### config.mk
export PLATFORM = sky130hd
export DESIGN_NAME = path_ram_arbiter
export DESIGN_NICKNAME = d
export VERILOG_FILES = /design/src/rtl/path_ram_arbiter.sv
export SDC_FILE = /design/constraint.sdc
export NUM_CORES = 1
export LEC_CHECK = 0
export CELL_PAD_IN_SITES_DETAIL_PLACEMENT = 1
export CELL_PAD_IN_SITES_GLOBAL_PLACEMENT = 1
export CORE_ASPECT_RATIO = 0.9
export CORE_MARGIN = 3
export CORE_UTILIZATION = 32
export CTS_BUF_LIST = sky130_fd_sc_hd__clkbuf_4 sky130_fd_sc_hd__clkbuf_8
export CTS_CLUSTER_SIZE = 16
export DETAILED_ROUTE_END_ITERATION = 6
export GPL_TIMING_DRIVEN = 0
export PLACE_DENSITY_LB_ADDON = 0.08
export SETUP_SLACK_MARGIN = 0.2
export SLEW_MARGIN = 10
export SYNTH_ARGS = -nofsm -noshare
export SYNTH_HDL_FRONTEND = slang
export SYNTH_SLANG_ARGS = --single-unit
### constraint.sdc
create_clock -name clk -period 5.1 [get_ports clk]
set_input_delay 1.275 -clock clk [delete_from_list [all_inputs] [get_ports clk]]
set_output_delay 1.275 -clock clk [all_outputs]
set_load 0.02 [all_outputs]
### src/rtl/path_ram_arbiter.sv
// Path-bitmap RAM owner: arbitrates renderer reads, two tile writers and a hardware clear sweep.
// Latency: RAM command in the request cycle; read data and rd_valid one cycle later.
// Backpressure: the renderer is never stalled; the clear sweep yields to reads; writers hold until acked.
module path_ram_arbiter #(
  parameter int DEPTH  = 10000,
  parameter int ADDR_W = 14
) (
  input  logic              clk,
  input  logic              reset,
  input  logic              rd_req,
  input  logic [ADDR_W-1:0] rd_addr,
  output logic              rd_data,
  output logic              rd_valid,
  input  logic              wr_req0,
  input  logic [ADDR_W-1:0] wr_addr0,
  input  logic              wr_data0,
  output logic              wr_ack0,
  input  logic              wr_req1,
  input  logic [ADDR_W-1:0] wr_addr1,
  input  logic              wr_data1,
  output logic              wr_ack1,
  input  logic              clear_start,
  output logic              busy,
  output logic              clear_done,
  output logic              oob_err,
  output logic              ram_en,
  output logic              ram_we,
  output logic [ADDR_W-1:0] ram_addr,
  output logic              ram_wdata,
  input  logic              ram_rdata
);

  // One extra bit so DEPTH may equal 2^ADDR_W without overflowing the bound.
  localparam logic [ADDR_W:0]   DEPTH_W  = (ADDR_W+1)'(DEPTH);
  localparam logic [ADDR_W-1:0] LAST_CLR = ADDR_W'(DEPTH - 1);

  typedef enum logic {SERVE, CLEAR} state_t;

  state_t            state;
  logic [ADDR_W-1:0] clr_addr;
  logic              rr_last;   // index of the writer that won the most recent tie
  logic              rd_hit;    // previous read was in range, so ram_rdata is meaningful

  logic              rd_in_range;
  logic              wr0_in_range;
  logic              wr1_in_range;
  logic              grant0;
  logic              grant1;
  logic              clr_wr;
  logic              grant_oob;

  assign rd_in_range  = ({1'b0, rd_addr}  < DEPTH_W);
  assign wr0_in_range = ({1'b0, wr_addr0} < DEPTH_W);
  assign wr1_in_range = ({1'b0, wr_addr1} < DEPTH_W);
  assign grant_oob    = (grant0 && !wr0_in_range) || (grant1 && !wr1_in_range);

  // Out-of-range reads return 0 rather than whatever the RAM last produced.
  assign rd_data = rd_hit & ram_rdata;

  // Per-cycle arbitration: renderer, then clear sweep, then round-robin writers.
  always_comb begin
    ram_en    = 1'b0;
    ram_we    = 1'b0;
    ram_addr  = '0;
    ram_wdata = 1'b0;
    wr_ack0   = 1'b0;
    wr_ack1   = 1'b0;
    grant0    = 1'b0;
    grant1    = 1'b0;
    clr_wr    = 1'b0;
    if (!reset) begin
      if (rd_req) begin
        if (rd_in_range) begin
          ram_en   = 1'b1;
          ram_addr = rd_addr;
        end
      end else if (state == CLEAR) begin
        clr_wr   = 1'b1;
        ram_en   = 1'b1;
        ram_we   = 1'b1;
        ram_addr = clr_addr;
      end else if (wr_req0 && (!wr_req1 || rr_last)) begin
        grant0  = 1'b1;
        wr_ack0 = 1'b1;
        if (wr0_in_range) begin
          ram_en    = 1'b1;
          ram_we    = 1'b1;
          ram_addr  = wr_addr0;
          ram_wdata = wr_data0;
        end
      end else if (wr_req1) begin
        grant1  = 1'b1;
        wr_ack1 = 1'b1;
        if (wr1_in_range) begin
          ram_en    = 1'b1;
          ram_we    = 1'b1;
          ram_addr  = wr_addr1;
          ram_wdata = wr_data1;
        end
      end
    end
  end

  // Sweep FSM plus the registered status flags and the read-return pipeline.
  always_ff @(posedge clk or posedge reset) begin
    if (reset) begin
      state      <= SERVE;
      clr_addr   <= '0;
      busy       <= 1'b0;
      clear_done <= 1'b0;
      rr_last    <= 1'b1;
      oob_err    <= 1'b0;
      rd_valid   <= 1'b0;
      rd_hit     <= 1'b0;
    end else begin
      rd_valid   <= rd_req;
      rd_hit     <= rd_req && rd_in_range;
      clear_done <= 1'b0;
      if (grant_oob) begin
        oob_err <= 1'b1;
      end
      // Only a genuine tie moves the round-robin pointer.
      if (wr_req0 && wr_req1 && (grant0 || grant1)) begin
        rr_last <= grant1;
      end
      case (state)
        SERVE: begin
          if (clear_start) begin
            state    <= CLEAR;
            clr_addr <= '0;
            busy     <= 1'b1;
          end
        end
        CLEAR: begin
          if (clr_wr) begin
            if (clr_addr == LAST_CLR) begin
              state      <= SERVE;
              busy       <= 1'b0;
              clear_done <= 1'b1;
              clr_addr   <= '0;
            end else begin
              clr_addr <= clr_addr + ADDR_W'(1);
            end
          end
        end
        default: begin
          state <= SERVE;
          busy  <= 1'b0;
        end
      endcase
    end
  end

endmodule

==> reports/metrics.csv, run 1 <==
metric,value,unit
Syn-to-layout area delta,57.89,%
final net count,340,
die height,73.30,um
Fillers,577,
hold_buf cts,0,
Crit. End Element,primary output,
min-delay worst type,register to register,
"Hold Vio Cnt, Final",0,
Core Footprint,4662,um^2
clock slew at reported path FFs,0.09,ns
vias per inst,5.476,
hold slack,0.5019,ns
clk root buf,clkbuf_8,
critical path class,input pin to primary output,
"commonest cells after routing, fill and taps aside","clkdlybuf4s50_1, nand2_1, nor2_1",
DRT iter0 DRCs,56,
r2r startpoint,state$_DFF_PP0_,
RSZ-0062 raised after global routing,false,
#FFs+latches synth,21,
Worst IR Drop VDD,0.0001408,V
Synth Area in Compound Gates,0.2448,
CTS sink cnt,21,
dpl ws,-0.2451,ns
CTS Buf Count,3,
final slew viol count,0,
Syn Std Cell Area,1610,um^2
clk buf depth,2,
Required @ worst endpoint,3.83,ns
die area,5920,um^2
largest family of logic cells by synthesized area,simple AND/OR/NAND/NOR gates,
Most common cell on crit path,a21boi_2,
clk_skew,0.01194,ns
power density over the cells,190.7,nW/um^2
sequential area share after synthesis,0.3271,
"commonest non-fill, non-tap cell in the layout",clkdlybuf4s50_1,
multiplexer area fraction after synthesis,0.006993,
yosys warns,0,
Critical Path AT,3.44,ns
primary flip-flop cell chosen by synthesis mapping,dfrtp_1,
vias in the first global route,1999,
placed wire-length estimate,5.241,mm
Post-Syn Area per Cell,7.779,um^2
die width,80.78,um
fmax,0.2121,GHz
Initial Utilization,0.3454,
Port Buffer Count,74,
I/O Pins,75,
wire length of the first global-routing pass,10.31,mm
worst path bufs/invs,3,
site row count,23,
adder-cell share of the synthesized area,0.007770,
clk_lat worst skew,0.27,ns
Total GRT Usage,0.2275,
"wirelength, routed",6.459,mm
Final Power,484.9,uW
grt ovf,0,
antenna cells,0,
layout cells sized above 1,0.09408,
final worst slack,0.3842,ns
max_slew headroom,0.4294,
"slowest stage delay, CP",0.50,ns
DRC,0,
WL/cell,18.51,um
initial antenna violation count,0,
Synthesized Nets,259,
Hold Path Origin,oob_err$_DFFE_PP0P_,
fraction of registers with async set/reset,1.000,
H-tree depth,1,
Critical Path Source,wr_req1,
CP max stage cell,clkdlybuf4s50_1,
startpoint types,input pin,
post-synth cell types,45,
dpl cells,343,
status,completed,
R2R setup slack,3.29,ns
Leak,0.001136,uW
largest net degree at the start of global routing,22,
Final setup viols,0,
worst slew pin tran,0.8549,ns
"CP delay by family, top",buffers and inverters,
crit path cell chain,"clkdlybuf4s50_1, a21boi_2, and2_1, a21boi_2, buf_4, a221oi_1, o21ai_0, dlygate4sd2_1",
routability cong.,0.7923,
ANT nets after route,0,
number of synthesized flops with an enable pin,0,
simple-gate share of the synthesized area,0.3108,
Finished Layout Cells,349,
xor/xnor share of the synthesized area,0.06527,
first drt pass iteration count,4,
Tmin final,4.716,ns
CTS tree,built,
maximum fanout along the worst path,10,
gate count of the mapped netlist,207,
Vias,1911,
Max-cap violations,0,
final period utilization,0.9247,
==> sequential cells by signal (all words and copies together) (netlist names) <==
signal	cells
state	1
rr_last	1
rd_hit	1
oob_err	1
busy	1
clear_done	1
rd_valid	1
clr_addr	14
==> Yosys cell counts (3+ instances only) <==
master,instances,area share
o21ai_1,7,0.022
and3_1,4,0.016
buf_2,3,0.0093
and4_1,4,0.022
xor2_1,5,0.027
nand3_1,5,0.016
o21ai_0,26,0.081
nor2_1,26,0.061
a31oi_1,3,0.012
clkbuf_1,4,0.0093
a221oi_1,12,0.065
nand2_1,29,0.068
dfrtp_1,20,0.31
xnor2_1,7,0.038
nand2b_1,4,0.016
nor3_1,4,0.012
nand4_1,8,0.031
a21oi_1,4,0.012
==> what timing repair did <==
action | CTS | global route
resized for setup | 18 | 11
endpoints found under the setup margin | 16 | 10
pin swaps | 0 | 1
setup buffers | 0 | 2
==> where the power goes <==
part / switching, uW / internal [uW] / leakage (uW) / total [uW]
sequential: 26.9 / 186 / 0.000269 / 213
combinational: 75.8 / 81.1 / 0.000842 / 157
clock: 60.7 / 54.6 / 0.0000255 / 115
==> routing by layer <==
layer / part of all wire / vias to the layer above / wire length, um / track usage
met5: 0 / - / 0 / 0
met3: 0.062 / 6 / 399 / 0.03676
li1: - / 920 / - / -
met2: 0.49 / 65 / 3146 / 0.3906
met1: 0.44 / 920 / 2842 / 0.3078
met4: 0.011 / 0 / 70 / 0.03565
==> final timing paths <==
| check | to | cells past startpoint |
|---|---|---|
| worst max-delay path | ram_addr[10] | 8 |
| worst min-delay path | oob_err$_DFFE_PP0P_ | 1 |
| worst max register to register | clr_addr[7]$_DFFE_PP0P_ | 7 |
| worst min register to register | oob_err$_DFFE_PP0P_ | 1 |
| max in group asynchronous | clr_addr[7]$_DFFE_PP0P_ | 2 |
| min in group asynchronous | oob_err$_DFFE_PP0P_ | 2 |
==> area by class of cell <==
class / instances / area [um^2] / area share
Multi-Input combinational cell: 174 / 1059 / 0.4163
Clock inverter: 1 / 5.005 / 0.001969
Timing Repair Buffer: 76 / 764.5 / 0.3007
Tap cell: 62 / 77.57 / 0.03051
Clock buffer: 3 / 41.29 / 0.01624
Inverter: 2 / 7.507 / 0.002953
Buffer: 10 / 61.31 / 0.02411
Sequential cell: 21 / 526.8 / 0.2072
==> cell families after synthesis <==
group,Yosys count
buffers and inverters,12
xor gates and xnor gates,12
DFF,21
muxes,1
AOI/OAI and AO/OA,61
adders and majority gates,1
and+or+nand+nor,99
==> stage by stage <==
| stage | util | cell area [um^2] | setup TNS, ns |
|---|---|---|---|
| after floorplan | - | 1610 | 0 |
| after global placement | 0.5209 | 2429 | -1.507 |
| after detailed placement | 0.5209 | 2429 | -1.857 |
| after CTS | 0.5370 | 2504 | 0 |
| after global routing | 0.5454 | 2542 | 0 |
| final | 0.5454 | 2542 | 0 |
Power figures use the tool's default switching activity.
==> run 2, diff against run 1 <==
Settings changed: RECOVER_POWER set to 50.
==> run 2 against run 1 <==
Compared with the run above:
- flip-flop and latch count did not move
- final area fell by 0.54%
- clock-buffer cell count did not move
- critical path depth did not move
- largest power group unchanged
- hold slack got worse by 0.0057 ns
- global-route usage did not move
- utilization fell by 0.30 points
- worst setup slack got worse by 0.0027 ns
- clock skew fell by 0.00063 ns
- combinational power barely moved
- sequential share of layout area rose by 0.11 points
- clock power barely moved
==> reports/metrics.csv, run 2 (synthesized netlist as in run 1, its figures left out) <==
metric,value,unit,change
worst slew pin tran,0.8548,ns,-0.00009948 ns
Crit. End Element,primary output,,
Vias,1906,,-0.26%
dpl cells,343,,unchanged
routability cong.,0.7923,,unchanged
Core Footprint,4662,um^2,unchanged
I/O Pins,75,,unchanged
routed length on met1,2.890,mm,+1.7%
layout cells sized above 1,0.08711,,-0.006969
clk_skew,0.01132,ns,-0.0006250 ns
CTS Buf Count,3,,unchanged
r2r startpoint,state$_DFF_PP0_,,
Tmin final,4.719,ns,+0.002744 ns
Top Metal Used,met4,,
grt ovf,0,,unchanged
Syn-to-layout area delta,57.03,%,
"commonest non-fill, non-tap cell in the layout",clkdlybuf4s50_1,,
die width,80.78,um,unchanged
DRT iter0 DRCs,48,,-14%
"commonest cells after routing, fill and taps aside","clkdlybuf4s50_1, nand2_1, nor2_1",,
DRC,0,,unchanged
Required @ worst endpoint,3.83,ns,about the same
Largest register FFs,14,,unchanged
largest net degree at the start of global routing,22,,unchanged
wire length of the first global-routing pass,10.31,mm,unchanged
Util after Layout,0.5424,,-0.002952
vias in the first global route,1999,,unchanged
maximum fanout along the worst path,10,,unchanged
crit path cell chain,"clkdlybuf4s50_1, a21boi_2, and2_1, a21boi_2, buf_4, a221oi_1, o21ai_0, dlygate4sd2_1",,
area of the multi-input gates,1052,um^2,-0.59%
H-tree depth,1,,unchanged
R2R setup slack,3.18,ns,-0.11 ns
Max-cap violations,0,,unchanged
worst r2r dst,clr_addr[7]$_DFFE_PP0P_,,
die area,5920,um^2,unchanged
clk_lat worst skew,0.27,ns,about the same
min-delay worst type,register to register,,
"wirelength, routed",6.459,mm,unchanged
initial antenna violation count,0,,unchanged
Reg with most FFs,clr_addr,,
placed wire-length estimate,5.241,mm,unchanged
RSZ-0062 raised after global routing,false,,
CTS sink cnt,21,,unchanged
startpoint types,input pin,,
Leak,0.001137,uW,about the same
final slew viol count,0,,unchanged
status,completed,,
Storage cell area,526.8,um^2,unchanged
power density over the cells,190.8,nW/um^2,about the same
final period utilization,0.9252,,about the same
antenna cells,0,,unchanged
WL/cell,18.51,um,unchanged
max_slew headroom,0.4295,,about the same
crit path to,ram_addr[10],,
FF-to-FF path depth,7,,unchanged
met2 wire length,3.126,mm,-0.64%
critical path class,input pin to primary output,,
die height,73.30,um,unchanged
final net count,340,,unchanged
clock slew at reported path FFs,0.09,ns,about the same
Total GRT Usage,0.2275,,unchanged
Final setup viols,0,,unchanged
Critical Path AT,3.44,ns,about the same
Critical Path Source,wr_req1,,
clk root buf,clkbuf_8,,
Most common cell on crit path,a21boi_2,,
site row count,23,,unchanged
clk buf depth,2,,unchanged
Initial Utilization,0.3454,,unchanged
hold slack,0.4962,ns,-0.005653 ns
"Hold Vio Cnt, Final",0,,unchanged
Fillers,579,,+0.35%
met3 routed WL,372,um,-6.8%
fmax,0.2119,GHz,about the same
CTS tree,built,,
CP max stage cell,clkdlybuf4s50_1,,
vias per inst,5.461,,-0.26%
Port Buffer Count,74,,unchanged
"slowest stage delay, CP",0.50,ns,about the same
Worst IR Drop VDD,0.0001407,V,about the same
ANT nets after route,0,,unchanged
first drt pass iteration count,4,,unchanged
Finished Layout Cells,349,,unchanged
-- run 2: changes by cell type in the layout (fill, tap and decap cells not counted), sizes merged --
cell,change
buf,-1
clkbuf,+1
clkdlybuf4s50,-6
dlygate4sd3,+6
-- run 2: routing by layer --
layer / global-route usage / vias to the layer above
li1: - / 921
met1: 0.3078 / 921
met2: 0.3906 / 58
met3: 0.03676 / 6
met4: 0.03565 / 0
met5: 0 / -
-- run 2: worst min-delay path by stage --
stage | start | cells past startpoint | endpoint
CTS | oob_err$_DFFE_PP0P_ | 1 | oob_err$_DFFE_PP0P_
finish | oob_err$_DFFE_PP0P_ | 1 | oob_err$_DFFE_PP0P_
global route | rr_last$_DFFE_PP1P_ | 1 | rr_last$_DFFE_PP1P_
detailed placement | oob_err$_DFFE_PP0P_ | 1 | oob_err$_DFFE_PP0P_
floorplan | rr_last$_DFFE_PP1P_ | 1 | rr_last$_DFFE_PP1P_
global placement | busy$_DFFE_PP0P_ | 2 | busy$_DFFE_PP0P_
-- run 2: power by group --
group | total [uW] | switching (uW) | internal, uW
combinational | 155 | 75.3 | 79.5
clock | 115 | 60.4 | 54.6
sequential | 212 | 26.8 | 186
total | 482 | 163 | 320
-- run 2: repair_timing --
action,CTS,global route
buffers inserted,0,2
pin swaps,0,1
gates resized for setup,18,11
hold endpoints to repair,0,0
hold buffers,0,0
setup endpoints to repair,16,10
-- run 2: cell type report --
cell class	instances	share of cell area
Tap cell	62	0.03068
Multi-Input combinational cell	174	0.4161
Timing Repair Buffer	76	0.3023
Clock inverter	1	0.001979
Inverter	2	0.002969
Clock buffer	3	0.01633
Sequential cell	21	0.2083
Buffer	10	0.02128
-- run 2: per-stage QoR --
stage | TNS [ns] | cell area [um^2] | total power [uW] | setup WS [ns]
2_1_floorplan | 0 | 1610 | 280.0 | 1.077
4_1_cts | 0 | 2504 | 488.5 | 0.2130
3_3_place_gp | -1.507 | 2429 | 367.0 | -0.2677
6_report | 0 | 2529 | 482.4 | 0.3815
5_1_grt | 0 | 2529 | 513.7 | 0.2137
3_5_place_dp | -1.857 | 2429 | 372.3 | -0.2451
-- run 2: critical path, delay by kind of cell --
kind	cells	cell delay [ns]
AOI/OAI and AO/OA	4	0.88
buffers and inverters	3	1.08
and+or+nand+nor	1	0.20
